===== src/rtl/regfile_scoreboard.sv =====
// Two-read / one-write register file with a per-entry busy scoreboard.
// Define REGFILE_BYPASS_EN to forward same-cycle write data/busy to the read side.
module regfile_scoreboard #(
   parameter int unsigned DATA_W   = 32,
   parameter int unsigned ADDR_W   = 5,
   parameter int unsigned ZERO_REG = 1
) (
   input  logic              clk,
   input  logic              srst_n,
   input  logic [ADDR_W-1:0] raddr1,
   input  logic [ADDR_W-1:0] raddr2,
   input  logic              rd_en,
   input  logic              write,
   input  logic [ADDR_W-1:0] waddr,
   input  logic [DATA_W-1:0] wdata,
   input  logic              set_busy,
   input  logic [ADDR_W-1:0] busy_addr,
   output logic [DATA_W-1:0] rdata1,
   output logic [DATA_W-1:0] rdata2,
   output logic [DATA_W-1:0] sw_data,
   output logic              busy1,
   output logic              busy2,
   output logic              hazard
);

   localparam int unsigned DEPTH = 2 ** ADDR_W;

   logic [DATA_W-1:0] mem_q [DEPTH];
   logic [DEPTH-1:0]  busy_q, busy_d;
   logic [DATA_W-1:0] rdata1_q, rdata2_q;
   logic              busy1_q, busy2_q;

   logic              wr_ok, set_ok;
   logic [DATA_W-1:0] rv1, rv2;
   logic              rb1, rb2;

   assign wr_ok  = write    && !(ZERO_REG != 0 && waddr     == '0);
   assign set_ok = set_busy && !(ZERO_REG != 0 && busy_addr == '0);

   // Read-side view of the array, shared by the registered ports and sw_data/hazard.
   always_comb begin
      rv1 = mem_q[raddr1];
      rv2 = mem_q[raddr2];
      rb1 = busy_q[raddr1];
      rb2 = busy_q[raddr2];
`ifdef REGFILE_BYPASS_EN
      if (wr_ok && waddr == raddr1) begin
         rv1 = wdata;
         rb1 = set_ok && busy_addr == raddr1;
      end
      if (wr_ok && waddr == raddr2) begin
         rv2 = wdata;
         rb2 = set_ok && busy_addr == raddr2;
      end
`endif
      if (ZERO_REG != 0 && raddr1 == '0) begin
         rv1 = '0;
         rb1 = 1'b0;
      end
      if (ZERO_REG != 0 && raddr2 == '0) begin
         rv2 = '0;
         rb2 = 1'b0;
      end
   end

   // Clear first, then set: a same-edge set_busy marks the newer producer.
   always_comb begin
      busy_d = busy_q;
      if (wr_ok)  busy_d[waddr]     = 1'b0;
      if (set_ok) busy_d[busy_addr] = 1'b1;
   end

   always_ff @(posedge clk or negedge srst_n) begin
      if (!srst_n) begin
         for (int unsigned i = 0; i < DEPTH; i++) mem_q[i] <= '0;
         busy_q   <= '0;
         rdata1_q <= '0;
         rdata2_q <= '0;
         busy1_q  <= 1'b0;
         busy2_q  <= 1'b0;
      end else begin
         if (wr_ok) mem_q[waddr] <= wdata;
         busy_q <= busy_d;
         if (rd_en) begin
            rdata1_q <= rv1;
            rdata2_q <= rv2;
            busy1_q  <= rb1;
            busy2_q  <= rb2;
         end
      end
   end

   // Gate on reset so a forwarded write cannot leak out while the array is held clear.
   assign sw_data = srst_n ? rv2 : '0;
   assign hazard  = srst_n && (rb1 || rb2);

   assign rdata1 = rdata1_q;
   assign rdata2 = rdata2_q;
   assign busy1  = busy1_q;
   assign busy2  = busy2_q;

endmodule


===== config.mk =====
export PLATFORM = sky130hd
export DESIGN_NAME = regfile_scoreboard
export DESIGN_NICKNAME = d
export VERILOG_FILES = /design/src/rtl/regfile_scoreboard.sv
export SDC_FILE = /design/constraint.sdc
export NUM_CORES = 2
export LEC_CHECK = 0
export BUFFER_PORTS_ARGS = -buffer_cell sky130_fd_sc_hd__buf_2
export CORE_MARGIN = 2
export CORE_UTILIZATION = 48
export DETAILED_ROUTE_END_ITERATION = 7
export SLEW_MARGIN = 20
export SYNTH_ARGS = -nofsm -noshare
export SYNTH_HDL_FRONTEND = slang
export SYNTH_SLANG_ARGS = --single-unit

===== constraint.sdc =====
create_clock -name clk -period 2.31 [get_ports clk]
set_input_delay 0.3465 -clock clk [delete_from_list [all_inputs] [get_ports clk]]
set_output_delay 0.3465 -clock clk [all_outputs]
set_load 0.01 [all_outputs]

==> impl_metrics.yaml <==
outcome:
  status: "finished with violations"
  failed_checks: "setup timing"
place:
  io_buffer_count: 155
  detailed_place_hpwl_um: 121000
  placed_cells: 5632
  gp_congestion: 0.824
detailed_routing:
  highest_layer: "met5"
  wl_met1_um: 81600
  routedWlPerCell_um: 32.1
  final_antenna_net_count: 0
  detail_route.wirelength_um: 190000
  vias_per_cell: 6.48
  met3WireLength_um: 14100
  drt_pass1_iterations: 5
  met2_length_um: 87700
  routed-via-count: 38300
  detailedRoute.firstIterationViolations: 3617
  drcViolationCount: 0
sta:
  final.setup_skew_ns: 0.0295
  fmaxAchievable_mhz: 334
  timing.final.setup_violations: 33
  max_slew.worst_pin.slew_ns: 0.806
  post-route-period-util: 1.30
  grt_setup_unrepaired: "true"
  fin_worst_hold_slack_ns: 0.0550
  finalCriticalPeriod_ns: 2.99
  setup_total_negative_slack_ns: -17.54
  worst_slack_ns: -0.684
  finalHoldViolCount: 0
  drv_slew: 0
  worst_relative_slew_slack: 0.463
synthesis:
  synth_top_cells_by_area: "dfrtp_1 (48%), mux4_2 (19%), mux2_2 (18%)"
  ys.warnings.count: 0
  yosys_register_bits: 1122
  synth_cell_type_count: 46
  async_reset_ff_frac: 1.00
  yosysSeqAreaShare: 0.483
  postSynthCellCount: 3876
  synthMostInstantiatedCell: "dfrtp_1"
  yosysTopAreaCell: "dfrtp_1"
  yosys.area.top_type_share: 0.483
  syn-cell-area_um2: 58200
  number_of_enable_flip_flop_cells_after_synthesis: 0
  synth.net_count: 3933
  synthTopCellsByCount: "dfrtp_1 (1,122), mux2_2 (938), mux4_2 (487), clkbuf_1 (229), mux2i_1 (179)"
  synth_top_flop_cell: "dfrtp_1"
  avgSynthCellArea_um2: 15.0
floorplanning:
  die_height_um: 352
  std_cell_rows: 127
  core_box_area_um2: 120000
  start_util: 0.484
  die_x_um: 352
  ioPinCount: 156
  die_area_um2: 124000
critical_path:
  worst_setup_path_end_kind: "primary output"
  critPathLaunch: "mem_q[152]"
  critPathMaxFanout: 2
  startpoint_type: "flip-flop"
  worst_path_slowest_cell: "mux4_2"
  regToRegStartpoint: "mem_q[449]"
  path_buf_inv: 2
  ff2ff_setup_slack_ns: 0.25
  worst-endpoint-arrival_ns: 2.65
  crit_family: "compound AO/OA/AOI/OAI gates"
  worst_path_largest_cell_delay_ns: 0.48
  crit_chain: "mux4_2 > a22o_1 > a211oi_2 > a21o_1 > buf_12 > nor2_2 > buf_2"
  crit_required_ns: 1.96
  setup.worst_path.class: "reg -> out"
finish:
  layoutNonFillerInstCount: 5912
  layout.core_utilization: 0.574
  final_layout_size_suffix_gt1_frac: 0.548
  final_net_count: 4250
  final.fill_count: 9628
  layout-area-overhead-vs-synth_pct: 18.6
grt:
  grt_pass1_wl_um: 280000
  antenna_found_initial: 15
  grt.overflow.total: 0
  global_route.usage.total: 0.307
  number_of_global_route_vias_before_repair: 39300
  maximum_number_of_pins_on_one_net_before_global_route_repair: 134
pwr:
  power.ir.vdd_worst_mv: 0.696
  leakage_nw: 30.5
  power_per_cell_area_nw_per_um2: 845
clocking:
  cts_buffer_depth: 3
  clkLatencyLatePin_ns: 0.76
  root_buffer: "clkbuf_16"
  tritoncts.num_buffers: 118
  worst_setup_hold_path_clk_slew_ns: 0.06
  clock-sinks: 1122
  tritoncts: "yes"
  clock_tree.htree_level_count: 3
run:
  drv.max_cap_violation_count: 0
min_path:
  hold_path.class: "in -> async"
## state kept, by name (all words and copies together), names as in the netlist
name	cells
busy2	1
busy_q	32
rdata1	32
rdata2	32
mem_q	1024
busy1	1
## final cells by class
| cell class | count | area [um2] | area share |
|---|---|---|---|
| Sequential cell | 1122 | 28100 | 0.407 |
| Inverter | 82 | 308 | 0.00446 |
| Timing Repair Buffer | 639 | 6210 | 0.0900 |
| Multi-Input combinational cell | 2230 | 28300 | 0.410 |
| Clock buffer | 173 | 3510 | 0.0509 |
| Tap cell | 1612 | 2020 | 0.0292 |
| Clock inverter | 50 | 576 | 0.00834 |
| Antenna cell | 4 | 10.0 | 0.000145 |
## kinds of logic after synthesis
logic type | Yosys count | share of synthesized area
and+or+nand+nor | 133 | 0.0120
muxes | 1662 | 0.412
AOI/OAI and AO/OA | 435 | 0.0526
DFF | 1122 | 0.483
buffers and inverters | 524 | 0.0406
## where the power goes
| group | switching, mW | total (mW) | internal (mW) |
|---|---|---|---|
| sequential | 2.66 | 26.0 | 23.4 |
| clock | 8.37 | 20.0 | 11.6 |
| combinational | 4.82 | 12.2 | 7.43 |
## layer usage
layer / vias up / track usage
li1: 15600 / -
met1: 20800 / 0.442
met2: 1521 / 0.479
met3: 373 / 0.0606
met4: 2 / 0.0849
met5: - / 0
## path summary, 6_finish.rpt
path / to / cells past startpoint
max: sw_data[24] / 7
min: busy_q[17] / 2
max reg2reg: rdata2[1] / 8
min reg2reg: mem_q[1020] / 0
max in group asynchronous: mem_q[647] / 4
min in group clk: busy_q[7] / 3
## metrics by stage
step                setup slack [ns]  area [um2]  power (mW)
finish                        -0.684       69000        58.3
global route                  -0.742       69000        60.7
CTS                           -0.704       68900        58.5
detailed placement            -0.660       64200        38.1
global placement              -0.628       64200        37.8
floorplan                     0.0629       58200        33.8
## layout by cell type (no fill, tap or decap), types with 5 or more instances in the layout
cell and n:
clkbuf_16 119, buf_2 146, o22ai_1 112, buf_12 139, a21oi_1 6, mux2i_1 179
mux4_2 487, nor2_4 8, a211oi_2 35, mux2_1 58, clkbuf_1 21, clkbuf_8 33
nor2b_4 5, buf_4 347, clkinv_2 29, a21o_1 23, nand3b_1 5, nor3_1 5
a22oi_1 32, a211oi_1 61, bufinv_16 10, o221ai_1 34, inv_1 82, o21ai_1 61
nand2b_1 6, nor2_1 34, o31ai_1 5, dfrtp_1 1122, nor2b_1 9, a21o_4 7
mux2_2 937, nand2_2 8, a22o_1 43, nand2_1 16
## what timing repair did
item                       4_1_cts  5_1_grt
gates resized for setup         49        3
hold buffers                     2        0
setup endpoints to repair       33       33
setup buffers                   44       11
pin swaps                       68       42
hold endpoints to repair       433        0
Power figures use the tool's default switching activity.
